[src/rtl/typing_game_pkg.sv]
// Shared types and constants for the typing game controller.
// State encoding matches the state output seen by the display drivers.
package typing_game_pkg;

  typedef enum logic [2:0] {
    ST_IDLE  = 3'd0,
    ST_RUN   = 3'd1,
    ST_PAUSE = 3'd2,
    ST_WIN   = 3'd3,
    ST_LOSE  = 3'd4
  } state_e;

  localparam int KEY_RELEASE = 53;
  localparam int KEY_SHIFT   = 55;

  function automatic logic [15:0] sat_inc16(input logic [15:0] v);
    return (v == 16'hFFFF) ? v : v + 16'd1;
  endfunction

endpackage

[src/rtl/typing_key_filter.sv]
// Keystroke filter: turns the level key code into one accept per press.
// Release/shift clear the memory so a repeated letter can register again.
module typing_key_filter
  import typing_game_pkg::*;
#(
  parameter int CHAR_W  = 6,
  parameter int KEY_MAX = 52
) (
  input  logic              clk,
  input  logic              rst_n,
  input  logic              en_i,
  input  logic              clr_i,
  input  logic [CHAR_W-1:0] key_i,
  output logic              accept_o
);

  logic [CHAR_W-1:0] last_q;
  logic              is_clr_key;

  assign is_clr_key = (key_i == CHAR_W'(KEY_RELEASE))
                   || (key_i == CHAR_W'(KEY_SHIFT));

  assign accept_o = en_i
                 && (key_i != last_q)
                 && (key_i != '0)
                 && (key_i <= CHAR_W'(KEY_MAX));

  always_ff @(posedge clk or negedge rst_n) begin
    if (!rst_n) begin
      last_q <= '0;
    end else if (clr_i) begin
      last_q <= '0;
    end else if (en_i) begin
      if (is_clr_key)
        last_q <= '0;
      else if (accept_o)
        last_q <= key_i;
    end
  end

endmodule

[src/rtl/typing_game_ctrl.sv]
// Typing game controller: target text, cursor, mistakes, countdown
// and the IDLE/RUN/PAUSE/WIN/LOSE sequence. All outputs registered.
module typing_game_ctrl
  import typing_game_pkg::*;
#(
  parameter int N_CHARS   = 200,
  parameter int CHAR_W    = 6,
  parameter int KEY_MAX   = 52,
  parameter int ERR_LIMIT = 0,
  parameter int TIME_W    = 27,
  parameter int TIME_INIT = 1200,
  parameter int TIME_STEP = 10,
  localparam int CUR_W    = $clog2(N_CHARS + 1)
) (
  input  logic                      clk,
  input  logic                      rst,
  input  logic [CHAR_W-1:0]         key_code,
  input  logic [N_CHARS*CHAR_W-1:0] text_in,
  input  logic                      text_load,
  input  logic                      btn_up,
  input  logic                      btn_down,
  input  logic                      btn_go,
  input  logic                      btn_pause,
  input  logic                      tick,
  output logic [2:0]                state,
  output logic [CUR_W-1:0]          cursor,
  output logic [15:0]               err_cnt,
  output logic [TIME_W-1:0]         time_set,
  output logic [TIME_W-1:0]         time_left,
  output logic                      clock_go,
  output logic                      hit,
  output logic                      miss
);

  localparam logic [TIME_W-1:0] STEP   = TIME_W'(TIME_STEP);
  localparam logic [TIME_W-1:0] UP_MAX = {TIME_W{1'b1}} - STEP;
  localparam logic [16:0]       ERR_LIM = 17'(ERR_LIMIT);

  state_e                    st_q, st_d;
  logic [CUR_W-1:0]          cur_q, cur_d;
  logic [15:0]               err_q, err_d;
  logic [TIME_W-1:0]         tset_q, tset_d;
  logic [TIME_W-1:0]         tleft_q, tleft_d;
  logic [N_CHARS*CHAR_W-1:0] text_q, text_d;
  logic                      hit_q, hit_d;
  logic                      miss_q, miss_d;
  logic                      cg_q;
  logic [1:0]                up_q, dn_q;

  logic              up_rise, dn_rise;
  logic              accept, key_ok, key_bad;
  logic              is_final, err_trip;
  logic [CHAR_W-1:0] cur_char;

  assign up_rise = up_q[0] & ~up_q[1];
  assign dn_rise = dn_q[0] & ~dn_q[1];

  typing_key_filter #(
    .CHAR_W  (CHAR_W),
    .KEY_MAX (KEY_MAX)
  ) u_filter (
    .clk      (clk),
    .rst_n    (rst),
    .en_i     (st_q == ST_RUN),
    .clr_i    ((st_q == ST_PAUSE) && btn_go),
    .key_i    (key_code),
    .accept_o (accept)
  );

  always_comb begin
    cur_char = '0;
    for (int i = 0; i < N_CHARS; i++)
      if (cur_q == CUR_W'(i))
        cur_char = text_q[i*CHAR_W +: CHAR_W];
  end

  assign key_ok   = accept && (key_code == cur_char);
  assign key_bad  = accept && (key_code != cur_char);
  assign is_final = (cur_q == CUR_W'(N_CHARS - 1));
  assign err_trip = key_bad && (ERR_LIMIT != 0)
                 && (({1'b0, err_q} + 17'd1) == ERR_LIM);

  always_comb begin
    st_d    = st_q;
    cur_d   = cur_q;
    err_d   = err_q;
    tset_d  = tset_q;
    tleft_d = tleft_q;
    text_d  = text_q;
    hit_d   = 1'b0;
    miss_d  = 1'b0;
    unique case (st_q)
      ST_IDLE: begin
        if (text_load)
          text_d = text_in;
        if (up_rise) begin
          if (tset_q <= UP_MAX)
            tset_d = tset_q + STEP;
        end else if (dn_rise) begin
          if (tset_q >= STEP)
            tset_d = tset_q - STEP;
        end else if (btn_go) begin
          st_d = ST_RUN;
        end
        tleft_d = tset_d;
      end
      ST_RUN: begin
        if (key_ok) begin
          hit_d = 1'b1;
          cur_d = cur_q + CUR_W'(1);
        end
        if (key_bad) begin
          miss_d = 1'b1;
          err_d  = sat_inc16(err_q);
        end
        if (tick && (tleft_q != '0))
          tleft_d = tleft_q - TIME_W'(1);
        // Scoring happens regardless of which transition wins.
        if (key_ok && is_final)
          st_d = ST_WIN;
        else if (err_trip)
          st_d = ST_LOSE;
        else if (tleft_q == '0)
          st_d = ST_LOSE;
        else if (btn_pause)
          st_d = ST_PAUSE;
      end
      ST_PAUSE: begin
        if (btn_go)
          st_d = ST_RUN;
      end
      ST_WIN, ST_LOSE: begin
        if (btn_go) begin
          st_d    = ST_IDLE;
          cur_d   = '0;
          err_d   = '0;
          tleft_d = tset_q;
        end
      end
      default: st_d = ST_IDLE;
    endcase
  end

  always_ff @(posedge clk or negedge rst) begin
    if (!rst) begin
      st_q    <= ST_IDLE;
      cur_q   <= '0;
      err_q   <= '0;
      tset_q  <= TIME_W'(TIME_INIT);
      tleft_q <= TIME_W'(TIME_INIT);
      text_q  <= '0;
      hit_q   <= 1'b0;
      miss_q  <= 1'b0;
      cg_q    <= 1'b0;
      up_q    <= 2'b00;
      dn_q    <= 2'b00;
    end else begin
      st_q    <= st_d;
      cur_q   <= cur_d;
      err_q   <= err_d;
      tset_q  <= tset_d;
      tleft_q <= tleft_d;
      text_q  <= text_d;
      hit_q   <= hit_d;
      miss_q  <= miss_d;
      cg_q    <= (st_d == ST_RUN);
      up_q    <= {up_q[0], btn_up};
      dn_q    <= {dn_q[0], btn_down};
    end
  end

  assign state     = st_q;
  assign cursor    = cur_q;
  assign err_cnt   = err_q;
  assign time_set  = tset_q;
  assign time_left = tleft_q;
  assign clock_go  = cg_q;
  assign hit       = hit_q;
  assign miss      = miss_q;

endmodule

[config.mk]
export PLATFORM = sky130hd
export DESIGN_NAME = typing_game_ctrl
export DESIGN_NICKNAME = d
export VERILOG_FILES = /design/src/rtl/typing_game_pkg.sv /design/src/rtl/typing_key_filter.sv /design/src/rtl/typing_game_ctrl.sv
export SDC_FILE = /design/constraint.sdc
export NUM_CORES = 2
export LEC_CHECK = 0
export ABC_AREA = 1
export CAP_MARGIN = 40
export CELL_PAD_IN_SITES_DETAIL_PLACEMENT = 1
export CELL_PAD_IN_SITES_GLOBAL_PLACEMENT = 1
export CORE_AREA = 2 2 512 514
export DETAILED_ROUTE_END_ITERATION = 8
export DIE_AREA = 0 0 514 516
export PLACE_DENSITY = 0.6
export SYNTH_ARGS = -nofsm -noshare
export SYNTH_HDL_FRONTEND = slang
export SYNTH_SLANG_ARGS = --single-unit
[constraint.sdc]
create_clock -name clk -period 17 [get_ports clk]
set_clock_uncertainty 0.1 [all_clocks]
set_input_delay 2.55 -clock clk [delete_from_list [all_inputs] [get_ports clk]]
set_output_delay 2.55 -clock clk [all_outputs]
set_load 0.005 [all_outputs]
==> out/results.ini <==
[floorplan]
core_sq_mm = 0.259
die_w_um = 514
initial_core_util = 0.261
design.die.area_sq_mm = 0.265
rows = 187
die_h_um = 516
ios = 1298

[sta]
drv_slew = 0
hold_violations = 0
worstMarginPinSlew_ns = 1.09
finalCriticalPeriod_ns = 15.10
layout_setup_ws_ns = 1.90
timing.final.crit_share = 0.888
max_freq_mhz = 66.2
slew_headroom = 0.271
setup_viol = 0

[route]
drc = 0
via_per_inst = 4.68
totalWireLength_um = 333000
firstDrtPassIters = 5
ant_nets = 0
routedWlPerCell_um = 24.9
drt_iter0_markers = 4206
dr_total_vias = 62800

[synth]
yosysSeqAreaShare = 0.478
syn_avg_cell_area_sq_um = 7.88
synth_seq_cells = 1293
syn_inst = 8593
synth.top_cell.area_share = 0.475
yosys-top-cells-count = nand2_1 (2160), inv_1 (1767), o21ai_0 (1680)
synth_area_sq_mm = 0.0677
synthTopCellsByArea = dfrtp_1 (48%), o21ai_0 (12%), nand2_1 (12%), mux2_2 (10%), inv_1 (9.8%)
synth.most_common_cell = nand2_1
synth_fp_nets = 9817
synth_enable_flop_cells = 0
ys.flop_type = dfrtp_1
synth_cell_types = 53
yosysWarnings = 0
synth_top_area_cell = dfrtp_1
async_flop_share = 1.00

[clock_tree]
tritoncts = done
cts.clk_slew.worst_paths_ns = 0.06
clk_latency_ns = 0.83
cts_root_buf = clkbuf_16
numCtsBuffers = 162
htree_levels = 4
clock_sink_count = 1293
cts_max_path_buffers = 3

[power_and_ir_drop]
p_sw_mw = 6.52
power_frac_seq = 0.343
ir_worst_vdd_mv = 0.0975
p_leak_nw = 40.0
power_frac_clock = 0.231
combPwrFrac = 0.426
power_switching_share = 0.413
p_per_area_mw_per_mm2 = 173
intPower_mw = 9.27

[global_routing]
first_global_vias = 65800
grtUsageTotal = 0.245
grt_max_degree = 191
grt_overflow = 0
grt_pass1_wl_um = 472000
antenna_found_initial = 189

[critical_path]
r2r_end = err_cnt[9]
arrival_ns = 15.67
crit_end = err_cnt[9]
cp-end-kind = register
reg2regPathDepth = 212
slowest_delay_ns = 0.44
cp_max_fo = 7
r2r_start = cursor[1]
required_ns = 17.57
path_class = reg2reg
crit_slowest_cell = dfrtp_2
crit_top_cell = nand2_1
r2r_setup_slack_ns = 1.90
cp-start-kind = register
worstSetupStartpoint = cursor[1]

[placement]
hpwl_um = 261000
place_ws_ns = -0.0483
numPlacedInstances = 13000
gp_congestion = 0.902
placed_cell_area_sq_mm = 0.0847
io_buffers = 1296

[flow_run]
drv_cap = 0

[final_layout]
instances_no_fill = 13400
fin_area_sq_mm = 0.0913
drive_above_1_share = 0.125
n_fill_cell = 30700
syn_to_final_growth_pct = 34.9
layout.nets = 11000

[worst_hold_path]
min_path_type = reg2reg

[status]
status = complete, no violations

kinds of logic (layout without fill, tap and decap cells):
| group | Yosys count | in the layout | synth area share |
|---|---|---|---|
| and+or+nand+nor | 2519 | 2522 | 0.147 |
| buffers and inverters | 2206 | 3521 | 0.123 |
| AOI/OAI and AO/OA | 1918 | 1918 | 0.144 |
| DFF | 1293 | 1293 | 0.478 |
| muxes | 600 | 600 | 0.0998 |
| xor gates and xnor gates | 46 | 46 | 0.00595 |
| adders and majority gates | 10 | 10 | 0.00185 |
| other | 1 | 88 | 0.0000554 |
critical path, delay by kind of cell, from the launching register on:
family          cells  cell delay, ns
compound gates      1            0.06
fa+ha+maj           1            0.17
buf+inv             4            0.55
flops               1            0.44
simple gates      206           13.57
power by group through the flow:
stage                     clock [mW]  combinational (mW)  sequential [mW]
after CTS                       3.73                6.56             5.41
final                           3.64                6.73             5.42
after detailed placement           0                6.50             5.46
after global placement             0                6.34             5.41
after floorplan                    0                4.01             5.05
after global routing            3.85                7.58             5.58
registers in the layout, indices dropped and copies added, names as in the netlist, 2 cells and up:
register and flops:
err_cnt 16, state 3, time_set 26, u_filter.last_q 6, text_q 1200, dn_q 2
time_left 27, cursor 8, up_q 2
layout by cell type (no fill, tap or decap), types with 5 or more instances in the layout:
| cell type | n |
|---|---|
| nand2_1 | 2051 |
| inv_1 | 1763 |
| o21ai_0 | 1679 |
| clkdlybuf4s50_1 | 1295 |
| dfrtp_1 | 1281 |
| mux2_2 | 600 |
| a21oi_1 | 170 |
| clkbuf_16 | 165 |
| nor2_1 | 142 |
| buf_4 | 119 |
| nand2_2 | 109 |
| diode_2 | 87 |
| nand3_1 | 78 |
| xor2_1 | 42 |
| nor3_1 | 33 |
| clkbuf_8 | 33 |
| clkinv_2 | 33 |
| clkbuf_1 | 28 |
| nor2_4 | 26 |
| nand2_4 | 21 |
| o22ai_1 | 21 |
| buf_16 | 16 |
| inv_2 | 14 |
| nand4_1 | 14 |
| nor4_1 | 13 |
| bufinv_16 | 13 |
| nor2_2 | 11 |
| buf_12 | 9 |
| o21ai_2 | 8 |
| clkinv_16 | 8 |
| dfstp_2 | 8 |
| a221oi_1 | 6 |
| ha_1 | 6 |
| clkinvlp_4 | 5 |
| a32oi_1 | 5 |
| buf_6 | 5 |
timing repair:
item	in CTS	in global routing
hold buffers	0	0
setup endpoints to repair	10	30
gates cloned	0	4
resized for setup	2	157
pin swaps	0	83
setup buffers	0	29
metal layers:
metal	wire, um	vias to the layer above	track usage	part of all wire
met5	583	-	0	0.0018
met4	12200	88	0.102	0.037
met3	21300	517	0.0568	0.064
met2	153000	1832	0.390	0.46
met1	146000	31100	0.319	0.44
li1	-	29200	-	-
cell type report:
class | count | area, sq um | share of cell area
Inverter | 1784 | 6710 | 0.0734
Tap cell | 3402 | 4260 | 0.0466
Antenna cell | 87 | 218 | 0.00238
Sequential cell | 1293 | 32400 | 0.355
Clock inverter | 64 | 908 | 0.00995
Clock buffer | 225 | 4660 | 0.0511
Timing Repair Buffer | 1448 | 14600 | 0.160
Multi-Input combinational cell | 5097 | 27600 | 0.302
worst min path at each step:
stage | from | endpoint | slack, ns | cells after the start
3_3_place_gp | dn_q[0] | dn_q[1] | 0.26 | 0
5_1_grt | dn_q[0] | dn_q[1] | 0.30 | 0
2_1_floorplan | dn_q[0] | dn_q[1] | 0.25 | 0
4_1_cts | dn_q[0] | dn_q[1] | 0.28 | 0
6_report | dn_q[0] | dn_q[1] | 0.27 | 0
3_5_place_dp | dn_q[0] | dn_q[1] | 0.27 | 0
through the flow:
step / setup TNS [ns] / hold slack (ns) / util / total power, mW
2_1_floorplan: 0 / 0.254 / - / 9.07
3_3_place_gp: 0 / 0.259 / 0.325 / 11.7
3_5_place_dp: -0.214 / 0.266 / 0.327 / 12.0
4_1_cts: 0 / 0.279 / 0.348 / 15.7
5_1_grt: -1.49 / 0.298 / 0.352 / 17.0
6_report: 0 / 0.275 / 0.352 / 15.8
Power figures use the tool's default switching activity.
